--- src/rtl/pc_gen_if.sv ---
// pc_gen_if: fetch-address generator handshake bundle (stall, ack, redirects in; pc, ce, status out).
interface pc_gen_if #(
  parameter int ADDR_W  = 32,
  parameter int STALL_W = 6
);
  logic [STALL_W-1:0] stall_i;
  logic               if_ack_i;
  logic               ex_redir_i;
  logic [ADDR_W-1:0]  ex_target_i;
  logic               id_redir_i;
  logic [ADDR_W-1:0]  id_target_i;
  logic [ADDR_W-1:0]  pc_o;
  logic               ce_o;
  logic               redir_taken_o;
  logic               pend_valid_o;
  logic               misalign_o;
  modport master (
    output stall_i, if_ack_i, ex_redir_i, ex_target_i, id_redir_i, id_target_i,
    input  pc_o, ce_o, redir_taken_o, pend_valid_o, misalign_o
  );
  modport slave (
    input  stall_i, if_ack_i, ex_redir_i, ex_target_i, id_redir_i, id_target_i,
    output pc_o, ce_o, redir_taken_o, pend_valid_o, misalign_o
  );
endinterface

--- src/rtl/pc_gen.sv ---
// pc_gen: IF-stage program counter with EX/ID redirects and a one-entry redirect buffer held across IF stalls.
// Optional PC_MISALIGN_TRAP_EN: misaligned redirect targets load TRAP_VEC and pulse misalign_o.
module pc_gen #(
  parameter int              ADDR_W    = 32,
  parameter logic [ADDR_W-1:0] RESET_VEC = '0,
  parameter int              STALL_W   = 6,
  parameter int              INC       = 4,
  parameter logic [ADDR_W-1:0] TRAP_VEC  = 'h100
) (
  input logic       clk,
  input logic       rst,
  pc_gen_if.slave   bus
);
  logic              ce_q, ce_d;
  logic [ADDR_W-1:0] pc_q, pc_d;
  logic              pend_q, pend_d;
  logic [ADDR_W-1:0] pend_tgt_q, pend_tgt_d;
  logic              pend_ex_q, pend_ex_d;
  logic              redir_q, redir_d;
  logic              mis_q, mis_d;
  logic              stall_if, adv, load, mis;
  logic [ADDR_W-1:0] tgt, ld_pc;
  logic              unused_ok;
  assign stall_if = bus.stall_i[0];
  assign adv      = bus.if_ack_i & ~stall_if;
  // EX beats a buffered redirect, which beats a fresh ID redirect
  assign tgt  = bus.ex_redir_i ? bus.ex_target_i : pend_q ? pend_tgt_q : bus.id_target_i;
  assign load = bus.ex_redir_i | pend_q | bus.id_redir_i;
`ifdef PC_MISALIGN_TRAP_EN
  assign mis   = |tgt[1:0];
  assign ld_pc = mis ? TRAP_VEC : tgt;
`else
  assign mis   = 1'b0;
  assign ld_pc = {tgt[ADDR_W-1:2], 2'b00};
`endif
  assign unused_ok = ^{bus.stall_i[STALL_W-1:1], tgt[1:0]};
  always_comb begin
    ce_d       = 1'b1;
    pc_d       = pc_q;
    pend_d     = pend_q;
    pend_tgt_d = pend_tgt_q;
    pend_ex_d  = pend_ex_q;
    redir_d    = 1'b0;
    mis_d      = 1'b0;
    if (!ce_q) begin
      pc_d = RESET_VEC;
    end else if (stall_if) begin
      if (bus.ex_redir_i) begin
        pend_d     = 1'b1;
        pend_tgt_d = bus.ex_target_i;
        pend_ex_d  = 1'b1;
      end else if (bus.id_redir_i && !(pend_q && pend_ex_q)) begin
        pend_d     = 1'b1;
        pend_tgt_d = bus.id_target_i;
        pend_ex_d  = 1'b0;
      end
    end else if (load) begin
      pc_d    = ld_pc;
      redir_d = 1'b1;
      mis_d   = mis;
      pend_d  = 1'b0;
    end else if (adv) begin
      pc_d = pc_q + ADDR_W'(INC);
    end
  end
  always_ff @(posedge clk) begin
    if (rst) begin
      ce_q       <= 1'b0;
      pc_q       <= RESET_VEC;
      pend_q     <= 1'b0;
      pend_tgt_q <= '0;
      pend_ex_q  <= 1'b0;
      redir_q    <= 1'b0;
      mis_q      <= 1'b0;
    end else begin
      ce_q       <= ce_d;
      pc_q       <= pc_d;
      pend_q     <= pend_d;
      pend_tgt_q <= pend_tgt_d;
      pend_ex_q  <= pend_ex_d;
      redir_q    <= redir_d;
      mis_q      <= mis_d;
    end
  end
  assign bus.pc_o          = pc_q;
  assign bus.ce_o          = ce_q;
  assign bus.redir_taken_o = redir_q;
  assign bus.pend_valid_o  = pend_q;
  assign bus.misalign_o    = mis_q;
endmodule

--- src/flat_wrapper.sv ---
// flat-port wrapper written by rule: the top's interface ports become plain ports
module pc_gen_flat 
#(
  parameter int              ADDR_W    = 32,
  parameter logic [ADDR_W-1:0] RESET_VEC = '0,
  parameter int              STALL_W   = 6,
  parameter int              INC       = 4,
  parameter logic [ADDR_W-1:0] TRAP_VEC  = 'h100
)
  (clk, rst, bus_stall_i, bus_if_ack_i, bus_ex_redir_i, bus_ex_target_i, bus_id_redir_i, bus_id_target_i, bus_pc_o, bus_ce_o, bus_redir_taken_o, bus_pend_valid_o, bus_misalign_o);
  pc_gen_if #(.ADDR_W(ADDR_W), .STALL_W(STALL_W)) bus_i ();
  input logic clk;
  input logic rst;
  input wire logic [$bits(bus_i.stall_i)-1:0] bus_stall_i;
  input wire logic [$bits(bus_i.if_ack_i)-1:0] bus_if_ack_i;
  input wire logic [$bits(bus_i.ex_redir_i)-1:0] bus_ex_redir_i;
  input wire logic [$bits(bus_i.ex_target_i)-1:0] bus_ex_target_i;
  input wire logic [$bits(bus_i.id_redir_i)-1:0] bus_id_redir_i;
  input wire logic [$bits(bus_i.id_target_i)-1:0] bus_id_target_i;
  output wire logic [$bits(bus_i.pc_o)-1:0] bus_pc_o;
  output wire logic [$bits(bus_i.ce_o)-1:0] bus_ce_o;
  output wire logic [$bits(bus_i.redir_taken_o)-1:0] bus_redir_taken_o;
  output wire logic [$bits(bus_i.pend_valid_o)-1:0] bus_pend_valid_o;
  output wire logic [$bits(bus_i.misalign_o)-1:0] bus_misalign_o;
  assign bus_i.stall_i = bus_stall_i;
  assign bus_i.if_ack_i = bus_if_ack_i;
  assign bus_i.ex_redir_i = bus_ex_redir_i;
  assign bus_i.ex_target_i = bus_ex_target_i;
  assign bus_i.id_redir_i = bus_id_redir_i;
  assign bus_i.id_target_i = bus_id_target_i;
  assign bus_pc_o = bus_i.pc_o;
  assign bus_ce_o = bus_i.ce_o;
  assign bus_redir_taken_o = bus_i.redir_taken_o;
  assign bus_pend_valid_o = bus_i.pend_valid_o;
  assign bus_misalign_o = bus_i.misalign_o;
  pc_gen #(.ADDR_W(ADDR_W), .RESET_VEC(RESET_VEC), .STALL_W(STALL_W), .INC(INC), .TRAP_VEC(TRAP_VEC)) u_core (.clk(clk), .rst(rst), .bus(bus_i));
endmodule
--- config.mk ---
export PLATFORM = sky130hd
export DESIGN_NAME = pc_gen_flat
export DESIGN_NICKNAME = d
export VERILOG_FILES = /design/src/rtl/pc_gen_if.sv /design/src/rtl/pc_gen.sv /design/src/flat_wrapper.sv
export SDC_FILE = /design/constraint.sdc
export NUM_CORES = 1
export LEC_CHECK = 0
export ABC_AREA = 1
export BUFFER_PORTS_ARGS = -buffer_cell sky130_fd_sc_hd__buf_4
export CORE_ASPECT_RATIO = 0.8
export CORE_MARGIN = 2
export CORE_UTILIZATION = 53
export CTS_BUF_LIST = sky130_fd_sc_hd__clkbuf_4 sky130_fd_sc_hd__clkbuf_8 sky130_fd_sc_hd__clkbuf_16
export CTS_CLUSTER_DIAMETER = 50
export DETAILED_ROUTE_END_ITERATION = 7
export PLACE_DENSITY = 0.81
export SLEW_MARGIN = 20
export SYNTH_ARGS = -nofsm -noshare
export SYNTH_HDL_FRONTEND = slang
export SYNTH_SLANG_ARGS = --single-unit
--- constraint.sdc ---
create_clock -name clk -period 1.75 [get_ports clk]
set_input_delay 0.0875 -clock clk [delete_from_list [all_inputs] [get_ports clk]]
set_output_delay 0.0875 -clock clk [all_outputs]
set_load 0.005 [all_outputs]
==> metrics.md, run 1 <==
| Metric | Value |
|---|---|
| Fin Hold WS | `0.0259 ns` |
| Critical path, cell by cell | `inv_2, nand2_2, inv_4, buf_6, nor4_2, dlygate4sd3_1` |
| CTS sink cnt | `64` |
| Final Max Slew Viols | `0` |
| Total grt overflow | `0` |
| Fin nets | `821` |
| Detail Placement HPWL | `9390 um` |
| Synth warnings | `0` |
| CTS tree | `yes` |
| Power Density | `696 nW/um^2` |
| Max stage delay on crit path | `0.57 ns` |
| F_max | `609 MHz` |
| First-pass GRT wire length | `20,900 um` |
| Via count | `4,878` |
| Final hold violation count | `0` |
| GP Congestion | `0.950` |
| Via-to-Cell Ratio | `5.71` |
| Setup_tns | `0 ns` |
| Max VDD drop | `0.000470 V` |
| Synth area leader | `dfxtp_1` |
| Drt wl/cell | `15.0 um` |
| Drt total wl | `12,800 um` |
| Slew HR | `0.467` |
| Clk pin slew, worst setup/hold paths | `0.07 ns` |
| Outcome | `complete, no violations` |
| Fin cells | `854` |
| Pre-antenna DRT Iters | `6` |
| Seq/Total Area, Yosys | `0.316` |
| Min Tclk post-route | `1.64 ns` |
| Die Y | `82.2 um` |
| Cell count after synthesis | `650` |
| RSZ-0062 raised after global routing | `false` |
| Initial antenna violation count | `0` |
| Leakage | `2.14 nW` |
| DRC | `0` |
| Top cells by area, synth | `dfxtp_1, nand2_1, o21ai_0, a21oi_1, a31oi_1` |
| Worst hold path type | `primary input to register` |
| Tot GR Track Use | `0.319` |
| Detail Route Antenna Nets | `0` |
| CTS Buffer Depth | `2` |
| CP Data Arrival Time | `1.92 ns` |
| Vias in the first global route | `4,541` |
| DR WL met2 | `5840 um` |
| Skew final | `0.00681 ns` |
| Worst Tran Pin Value | `0.798 ns` |
| Max_cap viols | `0` |
| Core area | `7390 sq um` |
| Number of port buffers | `98` |
| WP buf/inv | `4` |
| H-tree depth | `3` |
| Area delta synth->final | `26.7%` |
| #FFs+latches synth | `64` |
| Largest net degree at the start of global routing | `43` |
| # setup viols final | `0` |
| I/O pins | `111` |
| Crit end category | `register` |
| Die width | `102 um` |
| # Post-CTS Setup Buffers | `0` |
| Placed Cells | `836` |
| CTS Buf Count | `9` |
| Crit start category | `register` |
| Die footprint | `8360 sq um` |
| Max Used Layer | `met4` |
| Final Cycle Share | `0.938` |
| Starting density of the core | `0.548` |
| Ant. Diodes | `0` |
| Mean Syn Cell Area | `6.23 sq um` |
| Top delay family on crit path | `buffers and inverters` |
| Post-synth top area share | `0.316` |
| Crit Path Max Fanout | `16` |
| Worst endpoint required time | `2.03 ns` |
| WS Path Type | `register to register` |
| Layout cell share with drive strength beyond 1 | `0.218` |
| Met3 wire len | `1120 um` |
| Final core utilization | `0.694` |
| Wl on met1 | `5450 um` |
| CTS root buffer | `clkbuf_8` |
| Worst path slowest cell | `dlygate4sd3_1` |
| Rows | `28` |
| Netlist cell types | `32` |
| Mapped Area | `4050 sq um` |
| Clock latency on the worst-skew pair | `0.34 ns` |
| Initial DRC count | `351` |
## worst register-to-register path, stage by stage, from the launching register on
cell and delay, ns:
dfxtp_1 0.37, inv_2 0.06, nand2_2 0.15, inv_4 0.10, buf_6 0.18, nor4_2 0.15
dlygate4sd3_1 0.57
## metal layers
metal,up-vias,GRT usage
met3,33,0.0539
met1,2224,0.418
li1,2360,-
met5,-,0
met2,261,0.521
met4,0,0.139
## where the power goes
part           leakage [nW]  total, mW  switching [mW]  internal (mW)
logic                  1.51      0.698           0.393          0.305
clock network         0.102       1.28           0.579          0.698
registers             0.524       1.59          0.0628           1.53
## area by class of cell
class | count | area, sq um
clock buffer | 11 | 145
sequential | 64 | 1280
tap | 105 | 131
clock inverter | 4 | 45.0
timing repair buffer | 122 | 940
inverter | 36 | 138
fill | 634 | 2260
multi-input combinational | 512 | 2450
## cell usage after synthesis (all sizes together)
cell type	instances
nand2	205
o21ai	94
nor2	68
dfxtp	64
a21oi	47
inv	36
a31oi	35
nand3	34
buf	26
clkbuf	14
o211ai	8
nand3b	4
xor2	3
nand4	2
nor3	2
or2	2
and2	1
conb	1
ha	1
nor3b	1
nor4	1
o21bai	1
## stage by stage
| stage | instance area (sq um) | setup slack, ns | power (mW) |
|---|---|---|---|
| floorplan | 4060 | 0.323 | 2.00 |
| global placement | 4890 | 0.165 | 2.28 |
| detailed placement | 4890 | 0.109 | 2.30 |
| CTS | 5110 | 0.0408 | 3.56 |
| global route | 5130 | 0.0103 | 3.73 |
| finish | 5130 | 0.109 | 3.57 |
## flip-flops by register name, summed over array words and instances (netlist names)
name	flops
u_core.pend_ex_q	1
u_core.pend_tgt_q	30
u_core.bus.redir_taken_o	1
u_core.bus.pc_o	30
u_core.bus.ce_o	1
u_core.bus.pend_valid_o	1
## layout by cell type, fill, tap and decap left out, drive strengths merged, types with 2 or more instances in the layout
master / netlist / final
or2: 2 / 2
nand2: 205 / 205
nand3: 34 / 34
a31oi: 35 / 35
xor2: 3 / 3
clkinv: 0 / 3
dfxtp: 64 / 64
nand3b: 4 / 4
nor2: 68 / 68
a21oi: 47 / 47
dlygate4sd3: 0 / 3
nor3: 2 / 2
buf: 26 / 119
o21ai: 94 / 94
clkbuf: 14 / 11
inv: 36 / 36
conb: 1 / 3
o211ai: 8 / 8
nand4: 2 / 2
## cells by family after synthesis
family	count (synthesis)	share of synthesized area
other cells	1	0.000926
flops	64	0.316
xor+xnor	3	0.00649
buf+inv	76	0.0859
fa+ha+maj	1	0.00309
simple gates	320	0.338
compound gates	185	0.249
## final timing paths
kind,from,slack [ns],cells past startpoint,end
setup / recovery,u_core.bus.pend_valid_o,0.11,6,u_core.bus.redir_taken_o
hold / removal,bus_id_target_i[10],0.03,3,u_core.pend_tgt_q[10]
setup reg to reg,u_core.bus.pend_valid_o,0.11,6,u_core.bus.redir_taken_o
hold reg to reg,u_core.pend_tgt_q[23],0.46,2,u_core.pend_tgt_q[23]
## repair_timing
action                                 in CTS  in global routing
gates resized for setup                     0                  7
hold buffers                                3                  0
setup endpoints to repair                   0                  5
endpoints found under the hold margin       5                  0
Power figures use the tool's default switching activity.
==> run 2, diff against run 1 <==
Settings changed: CORE_MARGIN 2 to not set.
==> metrics.md, run 2 (synthesis gave the netlist of run 1 again) <==
| Metric | Value |
|---|---|
| Crit end category | `register` |
| Critical path's most frequent cell | `nand2_1` |
| First-pass GRT wire length | `20,200 um (-3.6%)` |
| H-tree depth | `3 (unchanged)` |
| Clock latency on the worst-skew pair | `0.35 ns (about the same)` |
| Power Density | `698 nW/um^2 (+0.33%)` |
| I/O pins | `111 (unchanged)` |
| Area delta synth->final | `26.3%` |
| Top delay family on crit path | `simple AND/OR/NAND/NOR gates` |
| Die width | `99.7 um (-2.0%)` |
| Worst Tran Pin Value | `0.732 ns (-0.0656 ns)` |
| Pre-antenna DRT Iters | `5 (-1)` |
| Crit start category | `register` |
| Worst hold path type | `primary input to register` |
| Number of port buffers | `98 (unchanged)` |
| Initial antenna violation count | `0 (unchanged)` |
| Via-to-Cell Ratio | `5.69 (-0.33%)` |
| FILL cells | `664 (+4.7%)` |
| Fin cells | `854 (unchanged)` |
| Starting density of the core | `0.548 (unchanged)` |
| Detail Placement HPWL | `9300 um (-0.97%)` |
| GP Congestion | `0.922 (-2.9%)` |
| Most frequent cells in the layout | `nand2_1, buf_4, o21ai_0` |
| CTS sink cnt | `64 (unchanged)` |
| CTS Buf Count | `9 (unchanged)` |
| Final Cycle Share | `0.941 (+0.00360)` |
| CTS Buffer Depth | `2 (unchanged)` |
| Via count | `4,862 (-0.33%)` |
| F_max | `607 MHz (-0.38%)` |
| WP buf/inv | `0 (-4)` |
| CTS tree | `yes` |
| Total Power | `3.57 mW (about the same)` |
| Drt total wl | `12,600 um (-1.4%)` |
| Setup_tns | `0 ns (unchanged)` |
| Tot GR Track Use | `0.324 (+0.00548)` |
| Die footprint | `8000 sq um (-4.4%)` |
| Crit Path Max Fanout | `5 (-11)` |
| Placed Cells | `835 (-0.12%)` |
| Clk pin slew, worst setup/hold paths | `0.07 ns (about the same)` |
| Min Tclk post-route | `1.65 ns (+0.00631 ns)` |
| Max VDD drop | `0.000423 V (-10%)` |
| Final Max Slew Viols | `0 (unchanged)` |
| Max stage delay on crit path | `0.46 ns (-0.11 ns)` |
| CTS root buffer | `clkbuf_8` |
| CP Data Arrival Time | `1.91 ns (about the same)` |
| Die Y | `80.2 um (-2.4%)` |
| Fin nets | `820 (-0.12%)` |
| Worst path slowest cell | `dfxtp_1` |
| Final hold violation count | `0 (unchanged)` |
| Rows | `28 (unchanged)` |
| DRC | `0 (unchanged)` |
| Max_cap viols | `0 (unchanged)` |
| Largest net degree at the start of global routing | `37 (-14%)` |
| Skew final | `0.00874 ns (+0.00192 ns)` |
| Vias in the first global route | `4,274 (-5.9%)` |
| # setup viols final | `0 (unchanged)` |
| Leakage | `2.14 nW (-0.25%)` |
| Detail Route Antenna Nets | `0 (unchanged)` |
| Layout cell share with drive strength beyond 1 | `0.214 (-0.00401)` |
| Core area | `7390 sq um (unchanged)` |
| WS Path Type | `register to register` |
| Outcome | `complete, no violations` |
| Initial DRC count | `329 (-6.3%)` |
| Ant. Diodes | `0 (unchanged)` |
| Total grt overflow | `0 (unchanged)` |
| Slew HR | `0.511 (+0.0438)` |
| Worst endpoint required time | `2.01 ns (-0.02 ns)` |
| Drt wl/cell | `14.8 um (-1.4%)` |
| RSZ-0062 raised after global routing | `false` |
| Most common cell after layout, fill and taps aside | `nand2_1` |
| Critical path, cell by cell | `nand2_1, nor2_1, nand2_1, nor2_2, nand2_1, nand3_1, nand3_1, a21oi_1` |
run 2: worst min-delay path: cells and delay by family:
kind                   cells  cell delay [ns]
buffers and inverters      1             0.11
AO/OA/AOI/OAI              1             0.07
AND/OR/NAND/NOR            1             0.05
run 2: area by class of cell:
type | instances | area (sq um) | area share
sequential | 64 | 1280 | 0.250
timing repair buffer | 121 | 926 | 0.181
multi-input combinational | 512 | 2440 | 0.477
clock inverter | 4 | 45.0 | 0.00881
tap | 105 | 131 | 0.0257
clock buffer | 12 | 146 | 0.0286
inverter | 36 | 143 | 0.0279
run 2: path summary, 6_finish.rpt:
check	cells past startpoint	slack, ns	start	end
max	8	0.10	u_core.bus.pc_o[14]	u_core.bus.pc_o[17]
min	3	0.02	bus_id_target_i[10]	u_core.pend_tgt_q[10]
max reg2reg	8	0.10	u_core.bus.pc_o[14]	u_core.bus.pc_o[17]
min reg2reg	2	0.46	u_core.pend_tgt_q[23]	u_core.pend_tgt_q[23]
run 2: timing repair:
action	CTS	global route
endpoints found under the setup margin	0	15
buffers inserted	0	1
hold endpoints to repair	6	0
hold buffers	2	0
gates resized for setup	0	6
run 2: through the flow:
step	hold WS, ns	util	area [sq um]	setup WS, ns
final	0.0174	0.692	5110	0.103
after global routing	0.00978	0.692	5110	0.00450
after CTS	0.0116	0.689	5090	0.0732
after detailed placement	0.291	0.660	4880	0.0895
after global placement	0.299	0.660	4880	0.147
after floorplan	0.157	-	4060	0.323
run 2: where the power goes:
part	switching, mW	total (mW)	internal [mW]
clock	0.583	1.28	0.699
sequential	0.0634	1.60	1.53
combinational	0.389	0.693	0.304
run 2: layer usage:
layer / track usage / up-vias / share of wire
met5: 0 / - / 0
met4: 0.150 / 0 / 0.032
met3: 0.0740 / 37 / 0.087
met2: 0.518 / 255 / 0.46
met1: 0.416 / 2210 / 0.43
li1: - / 2360 / -
